===== src/rtl/alu_decoder_if.sv =====
// Handshake and ALU-control bundle between the fetch side, the decoder and the execute stage.
// The decoder takes the slave view; the producer/consumer pair takes the master view.
interface alu_decoder_if #(
    parameter int XLEN = 32
);
    logic            flush;
    logic            in_valid;
    logic            in_ready;
    logic [31:0]     instr;
    logic [XLEN-1:0] pc_in;
    logic            out_valid;
    logic            out_ready;
    logic [3:0]      alu_op;
    logic            inv_zero;
    logic            src0_sel;
    logic [1:0]      src1_sel;
    logic            is_branch;
    logic            illegal;
    logic [XLEN-1:0] pc_out;

    modport master (
        output flush, in_valid, instr, pc_in, out_ready,
        input  in_ready, out_valid, alu_op, inv_zero, src0_sel, src1_sel,
               is_branch, illegal, pc_out
    );

    modport slave (
        input  flush, in_valid, instr, pc_in, out_ready,
        output in_ready, out_valid, alu_op, inv_zero, src0_sel, src1_sel,
               is_branch, illegal, pc_out
    );
endinterface


===== src/rtl/alu_decoder.sv =====
// Registered RV32I decode stage producing the execute-stage ALU control bundle.
// A main register drives the outputs; a one-entry skid register keeps in_ready registered.
module alu_decoder #(
    parameter int XLEN = 32
) (
    input  logic         clk,
    input  logic         rst,
    alu_decoder_if.slave bus
);
    localparam logic [3:0] ALU_ADD    = 4'd0;
    localparam logic [3:0] ALU_SUB    = 4'd1;
    localparam logic [3:0] ALU_LSL    = 4'd2;
    localparam logic [3:0] ALU_LT     = 4'd3;
    localparam logic [3:0] ALU_LTU    = 4'd4;
    localparam logic [3:0] ALU_XOR    = 4'd5;
    localparam logic [3:0] ALU_LSR    = 4'd6;
    localparam logic [3:0] ALU_ASR    = 4'd7;
    localparam logic [3:0] ALU_OR     = 4'd8;
    localparam logic [3:0] ALU_AND    = 4'd9;
    localparam logic [3:0] ALU_PASS_1 = 4'd10;

    localparam logic [6:0] OPC_OP     = 7'b0110011;
    localparam logic [6:0] OPC_OPIMM  = 7'b0010011;
    localparam logic [6:0] OPC_LUI    = 7'b0110111;
    localparam logic [6:0] OPC_AUIPC  = 7'b0010111;
    localparam logic [6:0] OPC_JAL    = 7'b1101111;
    localparam logic [6:0] OPC_JALR   = 7'b1100111;
    localparam logic [6:0] OPC_LOAD   = 7'b0000011;
    localparam logic [6:0] OPC_STORE  = 7'b0100011;
    localparam logic [6:0] OPC_BRANCH = 7'b1100011;
    localparam logic [6:0] F7_BASE    = 7'b0000000;
    localparam logic [6:0] F7_ALT     = 7'b0100000;

    typedef struct packed {
        logic [3:0]      alu_op;
        logic            inv_zero;
        logic            src0_sel;
        logic [1:0]      src1_sel;
        logic            is_branch;
        logic            illegal;
        logic [XLEN-1:0] pc;
    } entry_t;

    // Any unsupported encoding collapses to the neutral ADD bundle with illegal set.
    function automatic entry_t decode(input logic [31:0] w, input logic [XLEN-1:0] pc);
        entry_t     e;
        logic [6:0] f7;
        logic [2:0] f3;
        logic       bad;
        e        = '0;
        e.alu_op = ALU_ADD;
        e.pc     = pc;
        f7       = w[31:25];
        f3       = w[14:12];
        bad      = 1'b0;
        case (w[6:0])
            OPC_OP, OPC_OPIMM: begin
                if (w[6:0] == OPC_OPIMM) e.src1_sel = 2'd1;
                else                     e.src1_sel = 2'd0;
                case (f3)
                    3'b000: begin
                        if (w[6:0] == OPC_OP && f7 == F7_ALT) e.alu_op = ALU_SUB;
                        else                                  e.alu_op = ALU_ADD;
                    end
                    3'b001: e.alu_op = ALU_LSL;
                    3'b010: e.alu_op = ALU_LT;
                    3'b011: e.alu_op = ALU_LTU;
                    3'b100: e.alu_op = ALU_XOR;
                    3'b101: begin
                        if (f7 == F7_ALT) e.alu_op = ALU_ASR;
                        else              e.alu_op = ALU_LSR;
                    end
                    3'b110: e.alu_op = ALU_OR;
                    default: e.alu_op = ALU_AND;
                endcase
                // OP-IMM only carries funct7 meaning on its shift encodings
                if (w[6:0] == OPC_OP || f3 == 3'b001 || f3 == 3'b101)
                    bad = !(f7 == F7_BASE || (f7 == F7_ALT && (f3 == 3'b000 || f3 == 3'b101)));
                else
                    bad = 1'b0;
            end
            OPC_LUI: begin
                e.alu_op   = ALU_PASS_1;
                e.src1_sel = 2'd1;
            end
            OPC_AUIPC: begin
                e.src0_sel = 1'b1;
                e.src1_sel = 2'd1;
            end
            OPC_JAL, OPC_JALR: begin
                e.src0_sel = 1'b1;
                e.src1_sel = 2'd2;
            end
            OPC_LOAD, OPC_STORE: begin
                e.src1_sel = 2'd1;
            end
            OPC_BRANCH: begin
                e.is_branch = 1'b1;
                case (f3)
                    3'b000: begin e.alu_op = ALU_SUB; e.inv_zero = 1'b0; end
                    3'b001: begin e.alu_op = ALU_SUB; e.inv_zero = 1'b1; end
                    3'b100: begin e.alu_op = ALU_LT;  e.inv_zero = 1'b1; end
                    3'b101: begin e.alu_op = ALU_LT;  e.inv_zero = 1'b0; end
                    3'b110: begin e.alu_op = ALU_LTU; e.inv_zero = 1'b1; end
                    3'b111: begin e.alu_op = ALU_LTU; e.inv_zero = 1'b0; end
                    default: bad = 1'b1;
                endcase
            end
            default: bad = 1'b1;
        endcase
        if (bad) begin
            e         = '0;
            e.alu_op  = ALU_ADD;
            e.illegal = 1'b1;
            e.pc      = pc;
        end else begin
            e.illegal = 1'b0;
        end
        return e;
    endfunction

    entry_t m_r, s_r, m_s, s_s, new_s;
    logic   m_valid_r, s_valid_r, in_ready_r;
    logic   m_valid_s, s_valid_s, accept_s, consume_s;
    logic   unused_instr_s;

    assign unused_instr_s = ^{bus.instr[24:15], bus.instr[11:7]};

    // Next-state of the main/skid pair; M refills from S first so order is preserved.
    always_comb begin
        new_s     = decode(bus.instr, bus.pc_in);
        accept_s  = bus.in_valid && in_ready_r;
        consume_s = m_valid_r && bus.out_ready;
        m_s       = m_r;
        s_s       = s_r;
        m_valid_s = m_valid_r;
        s_valid_s = s_valid_r;
        if (bus.flush) begin
            m_valid_s = 1'b0;
            s_valid_s = 1'b0;
        end else if (!m_valid_r || consume_s) begin
            if (s_valid_r) begin
                m_s       = s_r;
                m_valid_s = 1'b1;
                if (accept_s) begin
                    s_s       = new_s;
                    s_valid_s = 1'b1;
                end else begin
                    s_valid_s = 1'b0;
                end
            end else if (accept_s) begin
                m_s       = new_s;
                m_valid_s = 1'b1;
            end else begin
                m_valid_s = 1'b0;
            end
        end else if (accept_s) begin
            s_s       = new_s;
            s_valid_s = 1'b1;
        end else begin
            s_valid_s = s_valid_r;
        end
    end

    // Buffer registers; in_ready tracks skid-register vacancy after the update.
    always_ff @(posedge clk) begin
        if (rst) begin
            m_r        <= '0;
            s_r        <= '0;
            m_valid_r  <= 1'b0;
            s_valid_r  <= 1'b0;
            in_ready_r <= 1'b1;
        end else begin
            m_r        <= m_s;
            s_r        <= s_s;
            m_valid_r  <= m_valid_s;
            s_valid_r  <= s_valid_s;
            in_ready_r <= !s_valid_s;
        end
    end

    assign bus.in_ready  = in_ready_r;
    assign bus.out_valid = m_valid_r;
    assign bus.alu_op    = m_r.alu_op;
    assign bus.inv_zero  = m_r.inv_zero;
    assign bus.src0_sel  = m_r.src0_sel;
    assign bus.src1_sel  = m_r.src1_sel;
    assign bus.is_branch = m_r.is_branch;
    assign bus.illegal   = m_r.illegal;
    assign bus.pc_out    = m_r.pc;
endmodule

===== src/flat_wrapper.sv =====
// flat-port wrapper written by rule: the top's interface ports become plain ports
module alu_decoder_flat 
#(
    parameter int XLEN = 32
)
  (clk, rst, bus_flush, bus_in_valid, bus_instr, bus_pc_in, bus_out_ready, bus_in_ready, bus_out_valid, bus_alu_op, bus_inv_zero, bus_src0_sel, bus_src1_sel, bus_is_branch, bus_illegal, bus_pc_out);
  alu_decoder_if #(.XLEN(XLEN)) bus_i ();
  input  logic clk;
  input  logic rst;
  input wire logic [$bits(bus_i.flush)-1:0] bus_flush;
  input wire logic [$bits(bus_i.in_valid)-1:0] bus_in_valid;
  input wire logic [$bits(bus_i.instr)-1:0] bus_instr;
  input wire logic [$bits(bus_i.pc_in)-1:0] bus_pc_in;
  input wire logic [$bits(bus_i.out_ready)-1:0] bus_out_ready;
  output wire logic [$bits(bus_i.in_ready)-1:0] bus_in_ready;
  output wire logic [$bits(bus_i.out_valid)-1:0] bus_out_valid;
  output wire logic [$bits(bus_i.alu_op)-1:0] bus_alu_op;
  output wire logic [$bits(bus_i.inv_zero)-1:0] bus_inv_zero;
  output wire logic [$bits(bus_i.src0_sel)-1:0] bus_src0_sel;
  output wire logic [$bits(bus_i.src1_sel)-1:0] bus_src1_sel;
  output wire logic [$bits(bus_i.is_branch)-1:0] bus_is_branch;
  output wire logic [$bits(bus_i.illegal)-1:0] bus_illegal;
  output wire logic [$bits(bus_i.pc_out)-1:0] bus_pc_out;
  assign bus_i.flush = bus_flush;
  assign bus_i.in_valid = bus_in_valid;
  assign bus_i.instr = bus_instr;
  assign bus_i.pc_in = bus_pc_in;
  assign bus_i.out_ready = bus_out_ready;
  assign bus_in_ready = bus_i.in_ready;
  assign bus_out_valid = bus_i.out_valid;
  assign bus_alu_op = bus_i.alu_op;
  assign bus_inv_zero = bus_i.inv_zero;
  assign bus_src0_sel = bus_i.src0_sel;
  assign bus_src1_sel = bus_i.src1_sel;
  assign bus_is_branch = bus_i.is_branch;
  assign bus_illegal = bus_i.illegal;
  assign bus_pc_out = bus_i.pc_out;
  alu_decoder #(.XLEN(XLEN)) u_core (.clk(clk), .rst(rst), .bus(bus_i));
endmodule

===== config.mk =====
export PLATFORM = sky130hd
export DESIGN_NAME = alu_decoder_flat
export DESIGN_NICKNAME = d
export VERILOG_FILES = /design/src/rtl/alu_decoder_if.sv /design/src/rtl/alu_decoder.sv /design/src/flat_wrapper.sv
export SDC_FILE = /design/constraint.sdc
export NUM_CORES = 1
export LEC_CHECK = 0
export ABC_AREA = 1
export CORE_MARGIN = 5
export CORE_UTILIZATION = 30
export DETAILED_ROUTE_END_ITERATION = 8
export HOLD_SLACK_MARGIN = 0.03
export PLACE_DENSITY = 0.65
export SKIP_CTS_REPAIR_TIMING = 1
export SYNTH_ARGS = -nofsm -noshare
export SYNTH_HDL_FRONTEND = slang
export SYNTH_SLANG_ARGS = --single-unit

===== constraint.sdc =====
create_clock -name clk -period 1.4 [get_ports clk]
set_input_delay 0.28 -clock clk [delete_from_list [all_inputs] [get_ports clk]]
set_output_delay 0.28 -clock clk [all_outputs]
set_load 0.02 [all_outputs]

==> impl_metrics.env <==
export IMPL_cp_depth=9
export IMPL_viasPerCell=4.755
export IMPL_status="finished, violations left"
export IMPL_startpoint_type="register"
export IMPL_clock_skew_ns=0.006882
export IMPL_setup_violations=5
export IMPL_clk_latency_ns=0.33
export IMPL_root_buffer="clkbuf_16"
export IMPL_synth_area_mm2=0.003731
export IMPL_grt_pass1_wl_um=17160
export IMPL_finalNonFillerCells=807
export IMPL_cts_tree="built"
export IMPL_relSlewSlack=0.6983
export IMPL_core_rowCount=40
export IMPL_dr_pass1_iters=4
export IMPL_cp_arrival_ns=1.72
export IMPL_dieWidth_um=121.5
export IMPL_crit_fanout=9
export IMPL_dp_cells=779
export IMPL_critPathTopFamily="buffers and inverters"
export IMPL_antennaDiodeCount=0
export IMPL_vias=3837
export IMPL_maxCapViolCount=0
export IMPL_crit_chain="nand2_2 > nand2_2 > inv_2 > nor3_4 > buf_12 > buf_12 > clkbuf_16 > o21ai_2 > a31oi_1"
export IMPL_layout_commonest_cell="nand2_1"
export IMPL_finalNetCount=704
export IMPL_synth_top_cells_by_area="dfxtp_1, nand2_1, o21ai_0"
export IMPL_wire_per_inst_um=13.67
export IMPL_postRouteAntennaNets=0
export IMPL_p_switching_mw=1.468
export IMPL_power_density_mw_per_mm2=1039
export IMPL_fp_dieH_um=121.5
export IMPL_final_min_clock_period_ns=1.464
export IMPL_grt_max_degree=43
export IMPL_violations="setup timing"
export IMPL_clk_path_buf_depth=2
export IMPL_p_leak_nw=3.044
export IMPL_min_period_over_period=1.046
export IMPL_hp_class="input port to register"
export IMPL_area_growth_pct=58.72
export IMPL_grt_usage=0.1433
export IMPL_io_buffers=97
export IMPL_drc_errors=0
export IMPL_power_frac_comb=0.157
export IMPL_synth_top_area_frac=0.4668
export IMPL_die_area_mm2=0.01477
export IMPL_worstPathRequired_ns=1.65
export IMPL_grt_pass1_vias=3672
export IMPL_start_util=0.3081
export IMPL_grt_overflow=0
export IMPL_layout_setup_ws_ns=-0.06427
export IMPL_pwr_share_seq=0.429
export IMPL_cts_clk_slew_worst_paths_ns=0.06
export IMPL_p_clk_frac=0.414
export IMPL_syn_nets=583
export IMPL_tightest_slew_ns=0.4525
export IMPL_postSynthAreaPerCell_um2=7.259
export IMPL_fp_coreArea_mm2=0.01211
export IMPL_hold_slack_ns=0.3635
export IMPL_min_path_cells=4
export IMPL_ys_types=28
export IMPL_numCtsBuffers=9
export IMPL_endpoint_kind="register"
export IMPL_synth_seq_area_share=0.4668
export IMPL_cts_sinks=87
export IMPL_power_total_mw=6.154
export IMPL_routed_wl_um=11030
export IMPL_irDropWorstVdd_mv=0.5019
export IMPL_hpwl_um=7407
export IMPL_place_ws_ns=-0.4456
export IMPL_ys_warn_count=0
export IMPL_drive_gt1_frac=0.1894
export IMPL_swShare=0.2386
export IMPL_place_gp_congestion=0.8081
export IMPL_synth_top_area_cell="dfxtp_1"
export IMPL_rsz0062_at_grt="true"
export IMPL_cp_num_buf_inv=4
export IMPL_critical_path_max_stage_delay_ns=0.33
export IMPL_antenna_found_initial=0
export IMPL_syn_inst=514
export IMPL_rr_worst_depth=9
export IMPL_yosys_register_bits=87
export IMPL_drt_iter0_drc=359
export IMPL_path_class="register to register"
export IMPL_timing_hold_violations_final=0
export IMPL_intPower_mw=4.685
export IMPL_placed_area_mm2=0.005096
export IMPL_cp_slowest_cell="dfxtp_2"
export IMPL_fmax_ghz=0.6829
export IMPL_layout_common_cells="nand2_1, dfxtp_1, nor2_1"
export IMPL_drv_slew=0
export IMPL_io_pins=113
export IMPL_fin_area_mm2=0.005922
export IMPL_htree_levels=3
-- Yosys cell counts (all sizes together) --
| master | count |
|---|---|
| o21a | 1 |
| a31oi | 32 |
| nor2 | 90 |
| buf | 17 |
| dfxtp | 87 |
| o21ai | 90 |
| clkbuf | 18 |
| clkinv | 1 |
| a21oi | 31 |
| or2 | 1 |
| o22ai | 1 |
| inv | 27 |
| nand2 | 95 |
| o221ai | 1 |
| nand3 | 20 |
| nor3 | 2 |
-- power by group through the flow --
stage / sequential [mW] / combinational, mW / clock [mW]
3_5_place_dp: 2.69 / 0.878 / 0
5_1_grt: 2.65 / 1.05 / 2.72
3_3_place_gp: 2.69 / 0.864 / 0
4_1_cts: 2.64 / 0.883 / 2.62
6_report: 2.64 / 0.966 / 2.55
2_1_floorplan: 2.79 / 0.298 / 0
-- worst register-to-register path, cell delays in order (launching register included) --
cell and delay [ns]:
dfxtp_2 0.33, nand2_2 0.06, nand2_2 0.08, inv_2 0.04
nor3_4 0.21, buf_12 0.20, buf_12 0.13, clkbuf_16 0.14
o21ai_2 0.05, a31oi_1 0.15
-- registers in the layout (all words and copies together) (netlist names) --
| signal | flops |
|---|---|
| u_core.s_r | 42 |
| u_core.bus.pc_out | 32 |
| u_core.bus.alu_op | 4 |
| u_core.bus.src1_sel | 2 |
| u_core.bus.illegal | 1 |
| u_core.bus.in_ready | 1 |
| u_core.bus.inv_zero | 1 |
| u_core.bus.is_branch | 1 |
| u_core.bus.out_valid | 1 |
| u_core.bus.src0_sel | 1 |
| u_core.s_valid_r | 1 |
-- layer usage --
metal	vias up	global-route usage	wire length, um
li1	1953	-	-
met1	1765	0.1722	4787
met2	108	0.2501	5413
met3	11	0.03450	693
met4	0	0.04832	134
met5	-	0	0
-- cells by family (layout without fill, tap and decap cells) --
logic type / Yosys count / count (layout) / share of synthesized area
AOI/OAI and AO/OA: 156 / 156 / 0.2220
buffers and inverters: 63 / 188 / 0.07746
DFF: 87 / 87 / 0.4668
and+or+nand+nor: 208 / 208 / 0.2337
-- final cells by class --
class / count / area (um2)
Timing Repair Buffer: 145 / 1698
Clock buffer: 10 / 239.0
Sequential cell: 87 / 1745
Tap cell: 168 / 210.2
Clock inverter: 5 / 82.58
Multi-Input combinational cell: 364 / 1828
Fill cell: 1171 / 6190
Inverter: 28 / 118.9
-- final timing paths --
check	from	endpoint	slack [ns]
worst max-delay path	u_core.bus.in_ready$_SDFF_PP1_	u_core.bus.pc_out[29]$_SDFFE_PP0P_	-0.06
worst min-delay path	bus_in_valid	u_core.bus.in_ready$_SDFF_PP1_	0.36
worst max register to register	u_core.bus.in_ready$_SDFF_PP1_	u_core.bus.pc_out[29]$_SDFFE_PP0P_	-0.06
worst min register to register	u_core.s_r[35]$_SDFFE_PP0P_	u_core.s_r[35]$_SDFFE_PP0P_	0.47
-- stage by stage --
stage                 util  TNS, ns
finish              0.4889  -0.1247
global route        0.4889   -1.417
CTS                 0.4473   -8.797
detailed placement  0.4208   -27.60
global placement    0.4208   -23.43
floorplan                -        0
Power figures use the tool's default switching activity.
